`src/rtl/i2c_byte_ctl_pkg.sv`:
```
// Shared definitions for the I2C byte sequencer: bit-engine command
// encodings, byte-FSM states, the captured request record and small
// helpers that decide sequencing order.
package i2c_byte_ctl_pkg;

  // Commands understood by the i2c_bit_ctl bit engine
  typedef enum logic [2:0] {
    CMD_IDLE   = 3'd0,
    CMD_START  = 3'd1,
    CMD_STOP   = 3'd2,
    CMD_WRITE  = 3'd3,
    CMD_READ   = 3'd4,
    CMD_WR_ACK = 3'd5,
    CMD_RD_ACK = 3'd6
  } bit_cmd_e;

  // Byte-level sequencer states
  typedef enum logic [2:0] {
    BY_IDLE  = 3'd0,
    BY_START = 3'd1,
    BY_WRITE = 3'd2,
    BY_READ  = 3'd3,
    BY_ACK   = 3'd4,
    BY_STOP  = 3'd5
  } byte_state_e;

  // Request flags frozen when go is accepted
  typedef struct packed {
    logic sta;
    logic sto;
    logic rd;
    logic wr;
    logic ackIn;
  } byte_req_t;

  // Picks the next phase of a request; once START is done it is skipped.
  // Write wins over read, STOP always comes last, BY_IDLE means finished.
  function automatic byte_state_e nextPhase(byte_req_t req, logic afterStart);
    byte_state_e s;
    s = BY_IDLE;
    if (req.sta && !afterStart) s = BY_START;
    else if (req.wr)            s = BY_WRITE;
    else if (req.rd)            s = BY_READ;
    else if (req.sto)           s = BY_STOP;
    return s;
  endfunction

  // Bit-engine command issued while sitting in a given state. The ACK
  // phase reads the slave ACK after a write and drives ours after a read.
  function automatic bit_cmd_e cmdForState(byte_state_e s, logic afterWrite);
    bit_cmd_e c;
    c = CMD_IDLE;
    case (s)
      BY_START: c = CMD_START;
      BY_WRITE: c = CMD_WRITE;
      BY_READ:  c = CMD_READ;
      BY_ACK:   c = afterWrite ? CMD_RD_ACK : CMD_WR_ACK;
      BY_STOP:  c = CMD_STOP;
      default:  c = CMD_IDLE;
    endcase
    return c;
  endfunction

endpackage

```
`src/rtl/i2c_byte_ctl_if.sv`:
```
// Host-side request/response signals plus the bit-engine command
// handshake of the I2C byte sequencer, bundled as one interface.
interface i2c_byte_ctl_if #(parameter int DW = 8) ();

  logic          enable;
  logic          go;
  logic          sta;
  logic          sto;
  logic          rd;
  logic          wr;
  logic          ack_in;
  logic [DW-1:0] tx_data;
  logic [DW-1:0] rx_data;
  logic          rx_ack;
  logic          done;
  logic          busy;
  logic          arb_lost;
  logic [2:0]    bit_cmd;
  logic          bit_ack;
  logic          bit_din;
  logic          bit_dout;
  logic          bit_arblost;

  // View of the byte sequencer itself
  modport master (
    input  enable, go, sta, sto, rd, wr, ack_in, tx_data,
    input  bit_ack, bit_dout, bit_arblost,
    output rx_data, rx_ack, done, busy, arb_lost, bit_cmd, bit_din
  );

  // View of the host and bit engine surrounding the sequencer
  modport slave (
    output enable, go, sta, sto, rd, wr, ack_in, tx_data,
    output bit_ack, bit_dout, bit_arblost,
    input  rx_data, rx_ack, done, busy, arb_lost, bit_cmd, bit_din
  );

endinterface

```
`src/rtl/i2c_byte_ctl.sv`:
```
// I2C byte sequencer: splits one START/WRITE/READ/ACK/STOP request into
// per-bit commands for the bit engine, shifting data MSB-first, and
// reports the received byte, slave ACK and a one-cycle done pulse.
module i2c_byte_ctl
  import i2c_byte_ctl_pkg::*;
#(
  parameter int DW = 8
) (
  input logic            sysclk,
  input logic            nReset,
  i2c_byte_ctl_if.master bus
);

  localparam int CW = (DW > 1) ? $clog2(DW) : 1;

  byte_state_e   state_q,  state_d;
  bit_cmd_e      bitCmd_q, bitCmd_d;
  logic          bitDin_q, bitDin_d;
  logic [DW-1:0] shift_q,  shift_d;
  logic [DW-1:0] rxData_q, rxData_d;
  logic [CW-1:0] cnt_q,    cnt_d;
  logic          rxAck_q,  rxAck_d;
  logic          done_q,   done_d;
  logic          busy_q,   busy_d;
  logic          arbLost_q, arbLost_d;
  byte_req_t     req_q,    req_d;

  // Next state plus the registered bit command/data for the state entered
  always_comb begin
    state_d   = state_q;
    shift_d   = shift_q;
    cnt_d     = cnt_q;
    rxData_d  = rxData_q;
    rxAck_d   = rxAck_q;
    arbLost_d = arbLost_q;
    req_d     = req_q;
    bitCmd_d  = CMD_IDLE;
    bitDin_d  = 1'b1;
    done_d    = 1'b0;
    busy_d    = 1'b0;

    case (state_q)
      BY_IDLE: begin
        if (bus.go) begin
          req_d     = {bus.sta, bus.sto, bus.rd, bus.wr, bus.ack_in};
          shift_d   = bus.tx_data;
          cnt_d     = CW'(DW - 1);
          arbLost_d = 1'b0;
          state_d   = nextPhase(req_d, 1'b0);
        end
      end
      default: begin
        if (bus.bit_arblost) begin
          arbLost_d = 1'b1;
          state_d   = BY_IDLE;
        end else if (bus.bit_ack) begin
          case (state_q)
            BY_START: state_d = nextPhase(req_q, 1'b1);
            BY_WRITE, BY_READ: begin
              shift_d = {shift_q[DW-2:0], (state_q == BY_READ) ? bus.bit_dout : 1'b0};
              if (cnt_q == '0) state_d = BY_ACK;
              else             cnt_d   = cnt_q - CW'(1);
            end
            BY_ACK: begin
              if (req_q.wr) rxAck_d  = bus.bit_dout;
              else          rxData_d = shift_q;
              state_d = req_q.sto ? BY_STOP : BY_IDLE;
            end
            default: state_d = BY_IDLE;
          endcase
        end
      end
    endcase

    busy_d   = (state_d != BY_IDLE);
    done_d   = (state_d == BY_IDLE) && ((state_q != BY_IDLE) || bus.go);
    bitCmd_d = cmdForState(state_d, req_d.wr);
    case (state_d)
      BY_WRITE: bitDin_d = shift_d[DW-1];
      BY_ACK:   bitDin_d = req_d.wr ? 1'b1 : req_d.ackIn;
      default:  bitDin_d = 1'b1;
    endcase

    if (!bus.enable) begin
      state_d   = BY_IDLE;
      bitCmd_d  = CMD_IDLE;
      bitDin_d  = 1'b1;
      shift_d   = '0;
      cnt_d     = '0;
      rxData_d  = '0;
      rxAck_d   = 1'b1;
      done_d    = 1'b0;
      busy_d    = 1'b0;
      arbLost_d = 1'b0;
      req_d     = '0;
    end
  end

  // State and datapath registers with asynchronous active-low reset
  always_ff @(posedge sysclk or negedge nReset) begin
    if (!nReset) begin
      state_q   <= BY_IDLE;
      bitCmd_q  <= CMD_IDLE;
      bitDin_q  <= 1'b1;
      shift_q   <= '0;
      cnt_q     <= '0;
      rxData_q  <= '0;
      rxAck_q   <= 1'b1;
      done_q    <= 1'b0;
      busy_q    <= 1'b0;
      arbLost_q <= 1'b0;
      req_q     <= '0;
    end else begin
      state_q   <= state_d;
      bitCmd_q  <= bitCmd_d;
      bitDin_q  <= bitDin_d;
      shift_q   <= shift_d;
      cnt_q     <= cnt_d;
      rxData_q  <= rxData_d;
      rxAck_q   <= rxAck_d;
      done_q    <= done_d;
      busy_q    <= busy_d;
      arbLost_q <= arbLost_d;
      req_q     <= req_d;
    end
  end

  assign bus.rx_data  = rxData_q;
  assign bus.rx_ack   = rxAck_q;
  assign bus.done     = done_q;
  assign bus.busy     = busy_q;
  assign bus.arb_lost = arbLost_q;
  assign bus.bit_cmd  = bitCmd_q;
  assign bus.bit_din  = bitDin_q;

endmodule
```
`src/flat_wrapper.sv`:
```
// flat-port wrapper written by rule: the top's interface ports become plain ports
module i2c_byte_ctl_flat import i2c_byte_ctl_pkg::*;
#(
  parameter int DW = 8
)
  (sysclk, nReset, bus_enable, bus_go, bus_sta, bus_sto, bus_rd, bus_wr, bus_ack_in, bus_tx_data, bus_bit_ack, bus_bit_dout, bus_bit_arblost, bus_rx_data, bus_rx_ack, bus_done, bus_busy, bus_arb_lost, bus_bit_cmd, bus_bit_din);
  i2c_byte_ctl_if #(.DW(DW)) bus_i ();
  input logic sysclk;
  input logic nReset;
  input wire logic [$bits(bus_i.enable)-1:0] bus_enable;
  input wire logic [$bits(bus_i.go)-1:0] bus_go;
  input wire logic [$bits(bus_i.sta)-1:0] bus_sta;
  input wire logic [$bits(bus_i.sto)-1:0] bus_sto;
  input wire logic [$bits(bus_i.rd)-1:0] bus_rd;
  input wire logic [$bits(bus_i.wr)-1:0] bus_wr;
  input wire logic [$bits(bus_i.ack_in)-1:0] bus_ack_in;
  input wire logic [$bits(bus_i.tx_data)-1:0] bus_tx_data;
  input wire logic [$bits(bus_i.bit_ack)-1:0] bus_bit_ack;
  input wire logic [$bits(bus_i.bit_dout)-1:0] bus_bit_dout;
  input wire logic [$bits(bus_i.bit_arblost)-1:0] bus_bit_arblost;
  output wire logic [$bits(bus_i.rx_data)-1:0] bus_rx_data;
  output wire logic [$bits(bus_i.rx_ack)-1:0] bus_rx_ack;
  output wire logic [$bits(bus_i.done)-1:0] bus_done;
  output wire logic [$bits(bus_i.busy)-1:0] bus_busy;
  output wire logic [$bits(bus_i.arb_lost)-1:0] bus_arb_lost;
  output wire logic [$bits(bus_i.bit_cmd)-1:0] bus_bit_cmd;
  output wire logic [$bits(bus_i.bit_din)-1:0] bus_bit_din;
  assign bus_i.enable = bus_enable;
  assign bus_i.go = bus_go;
  assign bus_i.sta = bus_sta;
  assign bus_i.sto = bus_sto;
  assign bus_i.rd = bus_rd;
  assign bus_i.wr = bus_wr;
  assign bus_i.ack_in = bus_ack_in;
  assign bus_i.tx_data = bus_tx_data;
  assign bus_i.bit_ack = bus_bit_ack;
  assign bus_i.bit_dout = bus_bit_dout;
  assign bus_i.bit_arblost = bus_bit_arblost;
  assign bus_rx_data = bus_i.rx_data;
  assign bus_rx_ack = bus_i.rx_ack;
  assign bus_done = bus_i.done;
  assign bus_busy = bus_i.busy;
  assign bus_arb_lost = bus_i.arb_lost;
  assign bus_bit_cmd = bus_i.bit_cmd;
  assign bus_bit_din = bus_i.bit_din;
  i2c_byte_ctl #(.DW(DW)) u_core (.sysclk(sysclk), .nReset(nReset), .bus(bus_i));
endmodule
```
`config.mk`:
```
export PLATFORM = sky130hd
export DESIGN_NAME = i2c_byte_ctl_flat
export DESIGN_NICKNAME = d
export VERILOG_FILES = /design/src/rtl/i2c_byte_ctl_pkg.sv /design/src/rtl/i2c_byte_ctl_if.sv /design/src/rtl/i2c_byte_ctl.sv /design/src/flat_wrapper.sv
export SDC_FILE = /design/constraint.sdc
export NUM_CORES = 1
export LEC_CHECK = 0
export CAP_MARGIN = 30
export CORE_MARGIN = 5
export CORE_UTILIZATION = 50
export DETAILED_ROUTE_END_ITERATION = 10
export GPL_TIMING_DRIVEN = 0
export PLACE_DENSITY_LB_ADDON = 0.08
export SETUP_SLACK_MARGIN = 0.4
export SLEW_MARGIN = 25
export SYNTH_ARGS = -nofsm -noshare
export SYNTH_HDL_FRONTEND = slang
export SYNTH_SLANG_ARGS = --single-unit
```
`constraint.sdc`:
```
create_clock -name sysclk -period 2.3 [get_ports sysclk]
set_input_delay 0.46 -clock sysclk [delete_from_list [all_inputs] [get_ports sysclk]]
set_output_delay 0.46 -clock sysclk [all_outputs]
set_load 0.01 [all_outputs]
```
==> out/qor.txt <==
Worst Hold Class -> input port to async pin
Setup TNS -> 0 ns
Ant. Diodes -> 0
WL/cell -> 17.0 um
Final Hold Vio Count -> 0
Critical Path AT -> 2.38 ns
Critical Path Source Type -> flop
Port Buffers -> 34
Final Max Tran Viols -> 0
Initial DRC count -> 251
Nets -> 249
Cell depth of the worst flop-to-flop path -> 6
Synth warnings -> 0
EDFF count, synth -> 0
Number of fill cells -> 253
Initial antenna violation count -> 0
Final setup viols -> 0
Fmax achieved -> 474 MHz
Ratio of cells with drive above 1 in the final layout -> 23.7%
RSZ-0062 raised after global routing -> true
CP endpoint kind -> flop
Register area -> 853 um2
Mapped Cells -> 174
GR Util All Layers -> 20.7%
Vias in the first global route -> 1532
Cell variety after synth -> 45
Avg Vias per Cell -> 5.76
Initial core utilization -> 51.7%
IO Count -> 36
P per Cell Area -> 575 nW/um2
Top FF cell, synth -> dfrtp_1
First-pass iteration count of the detailed router -> 6
Total gr overflow -> 0
P&R area growth vs syn -> 46.6%
Critical path fanouts, max -> 6
Clock Tree Buf Depth -> 2
H-tree level count -> 2
Largest net degree at the start of global routing -> 22
Core ar. -> 3340 um2
Multi-input logic area -> 978 um2
Final core occ -> 75.8%
DR DRC count -> 0
Status -> complete, no violations
Average instance area after synthesis -> 9.92 um2
Worst-margin pin slew -> 0.504 ns
Detail Placement HPWL -> 3060 um
Leakage -> 1.03 nW
Dpl ws -> -0.368 ns
Final WL -> 4660 um
Mapped cell area -> 1730 um2
Post-route setup slack -> 0.192 ns
Relative slew slack -> 66.4%
Worst Skew -> 0.0106 ns
Die Y-Extent -> 68.7 um
First-pass GRT wire length -> 7180 um
Max-cap violations -> 0
Clk pin slew, worst setup/hold paths -> 0.11 ns
Row cnt -> 21
Full die area -> 4730 um2
Gpl congestion -> 0.975
Synthesized net count -> 196
Worst IR Drop VDD -> 0.409 mV
CP required -> 2.57 ns
Clock latency on the worst-skew pair -> 0.34 ns
Synthesized flop and latch total -> 34
# clock sinks -> 34
Tmin final -> 2.11 ns
Fraction of registers with async set/reset -> 100%
Seq/Total Area, Yosys -> 49.5%
Final ANT Viol Nets -> 0
Final Cycle Share -> 91.6%
Crit Path Category -> flop to flop
CTS tree -> built
Die Width -> 68.7 um
CTS buffer count -> 5
Root buf cell -> clkbuf_4
DR vias -> 1577
## placed cells by master, fill, tap and decap left out, drive strengths merged, types with 2 or more instances in the layout
master	Yosys	final
a211oi	4	4
a21oi	11	11
a221oi	2	2
a222oi	6	6
and2	3	3
buf	4	18
clkbuf	6	10
clkdlybuf4s50	0	30
clkinv	1	3
dfrtp	32	32
dfstp	2	2
dlygate4sd2	0	2
ha	2	2
inv	8	8
mux2i	10	10
nand2	13	13
nand2b	2	2
nand3b	2	2
nand4	2	2
nor2	26	26
nor2b	2	2
nor3	5	5
nor4b	2	2
o211ai	2	2
o21a	2	2
o21ai	4	4
o21bai	3	3
o32ai	2	2
or3b	2	2
## final timing paths
path / start / end / slack (ns)
worst min-delay path: nReset / u_core.bus.rx_data[5]$_DFFE_PN0P_ / 0.008
worst min register to register: u_core.cnt_q[0]$_DFFE_PN0P_ / u_core.cnt_q[0]$_DFFE_PN0P_ / 0.48
worst max-delay path: u_core.state_q[2]$_DFF_PN0_ / u_core.bus.bit_cmd[2]$_DFF_PN0_ / 0.19
worst max register to register: u_core.state_q[2]$_DFF_PN0_ / u_core.bus.bit_cmd[2]$_DFF_PN0_ / 0.19
min in group sysclk: u_core.cnt_q[0]$_DFFE_PN0P_ / u_core.cnt_q[0]$_DFFE_PN0P_ / 0.48
max in group asynchronous: nReset / u_core.bus.bit_din$_DFF_PN1_ / 1.79
## cells by family (layout without fill, tap and decap cells)
kind of cell	after synthesis	after routing	synth area share (%)
and+or+nand+nor	66	66	19.9
AOI/OAI and AO/OA	42	42	18.3
DFF	34	34	49.5
buffers and inverters	19	73	4.57
muxes	10	10	5.80
adders and majority gates	2	2	1.45
xor gates and xnor gates	1	1	0.508
## per-stage QoR
stage	power [W]	instances	instance area [um2]	hold WS, ns
floorplan	0.000830	174	1750	0.164
global placement	0.000933	254	2150	0.468
detailed placement	0.000948	255	2170	0.388
CTS	0.00141	267	2360	0.00161
global route	0.00153	274	2530	0.00252
finish	0.00145	274	2530	0.00771
## state kept, by name, summed over array words and instances (netlist names)
register,count
u_core.bus.busy,1
u_core.bus.rx_data,8
u_core.bus.bit_din,1
u_core.cnt_q,3
u_core.bus.arb_lost,1
u_core.bus.bit_cmd,3
u_core.bus.done,1
u_core.req_q,4
u_core.state_q,3
u_core.bus.rx_ack,1
u_core.shift_q,8
## where the power goes
group	leakage (nW)	internal [W]	total (W)	switching (W)
sequential	0.454	0.000633	0.000658	0.0000245
clock	0.0450	0.000225	0.000428	0.000203
combinational	0.527	0.000179	0.000368	0.000190
total	1.03	0.00104	0.00145	0.000417
## cells in the mapped netlist, drive strengths merged, types with 3 or more instances
cell type	count	area share, %
dfrtp	32	46
a222oi	6	3.5
mux2i	10	5.8
and2	3	1.1
inv	8	1.7
buf	4	1.3
o21ai	4	1.2
a21oi	11	3.4
a211oi	4	2.0
o21bai	3	1.3
nor2	26	5.7
nand2	13	2.8
nor3	5	2.1
clkbuf	6	1.3
## layout make-up
class	instances	area share, %
multi-input cells	121	38.7
flip-flops and latches	34	33.7
repair buffers	46	18.1
plain buffers	10	2.77
well taps	46	2.28
clock inverters	3	1.58
clock buffers	5	1.48
inverters	9	1.34
## metal layers
metal,up-vias,track usage [%],routed length [um]
met2,57,32.8,2320
li1,743,-,-
met3,7,5.19,299
met1,770,27.8,1990
met4,0,6.81,52
met5,-,0,0
## timing repair
item | in CTS | in global routing
endpoints found under the setup margin | 29 | 30
gates resized for setup | 19 | 25
setup buffers | 4 | 7
pin swaps | 5 | 5
hold buffers | 0 | 0
## critical path: stages (launching register included)
cell and delay [ns]:
dfrtp_1 0.42, or4b_4 0.54, buf_8 0.16, a21oi_4 0.14, a211oi_4 0.08, or4_1 0.55, a21oi_2 0.14
Note: power is estimated with default switching activity, not from simulation.
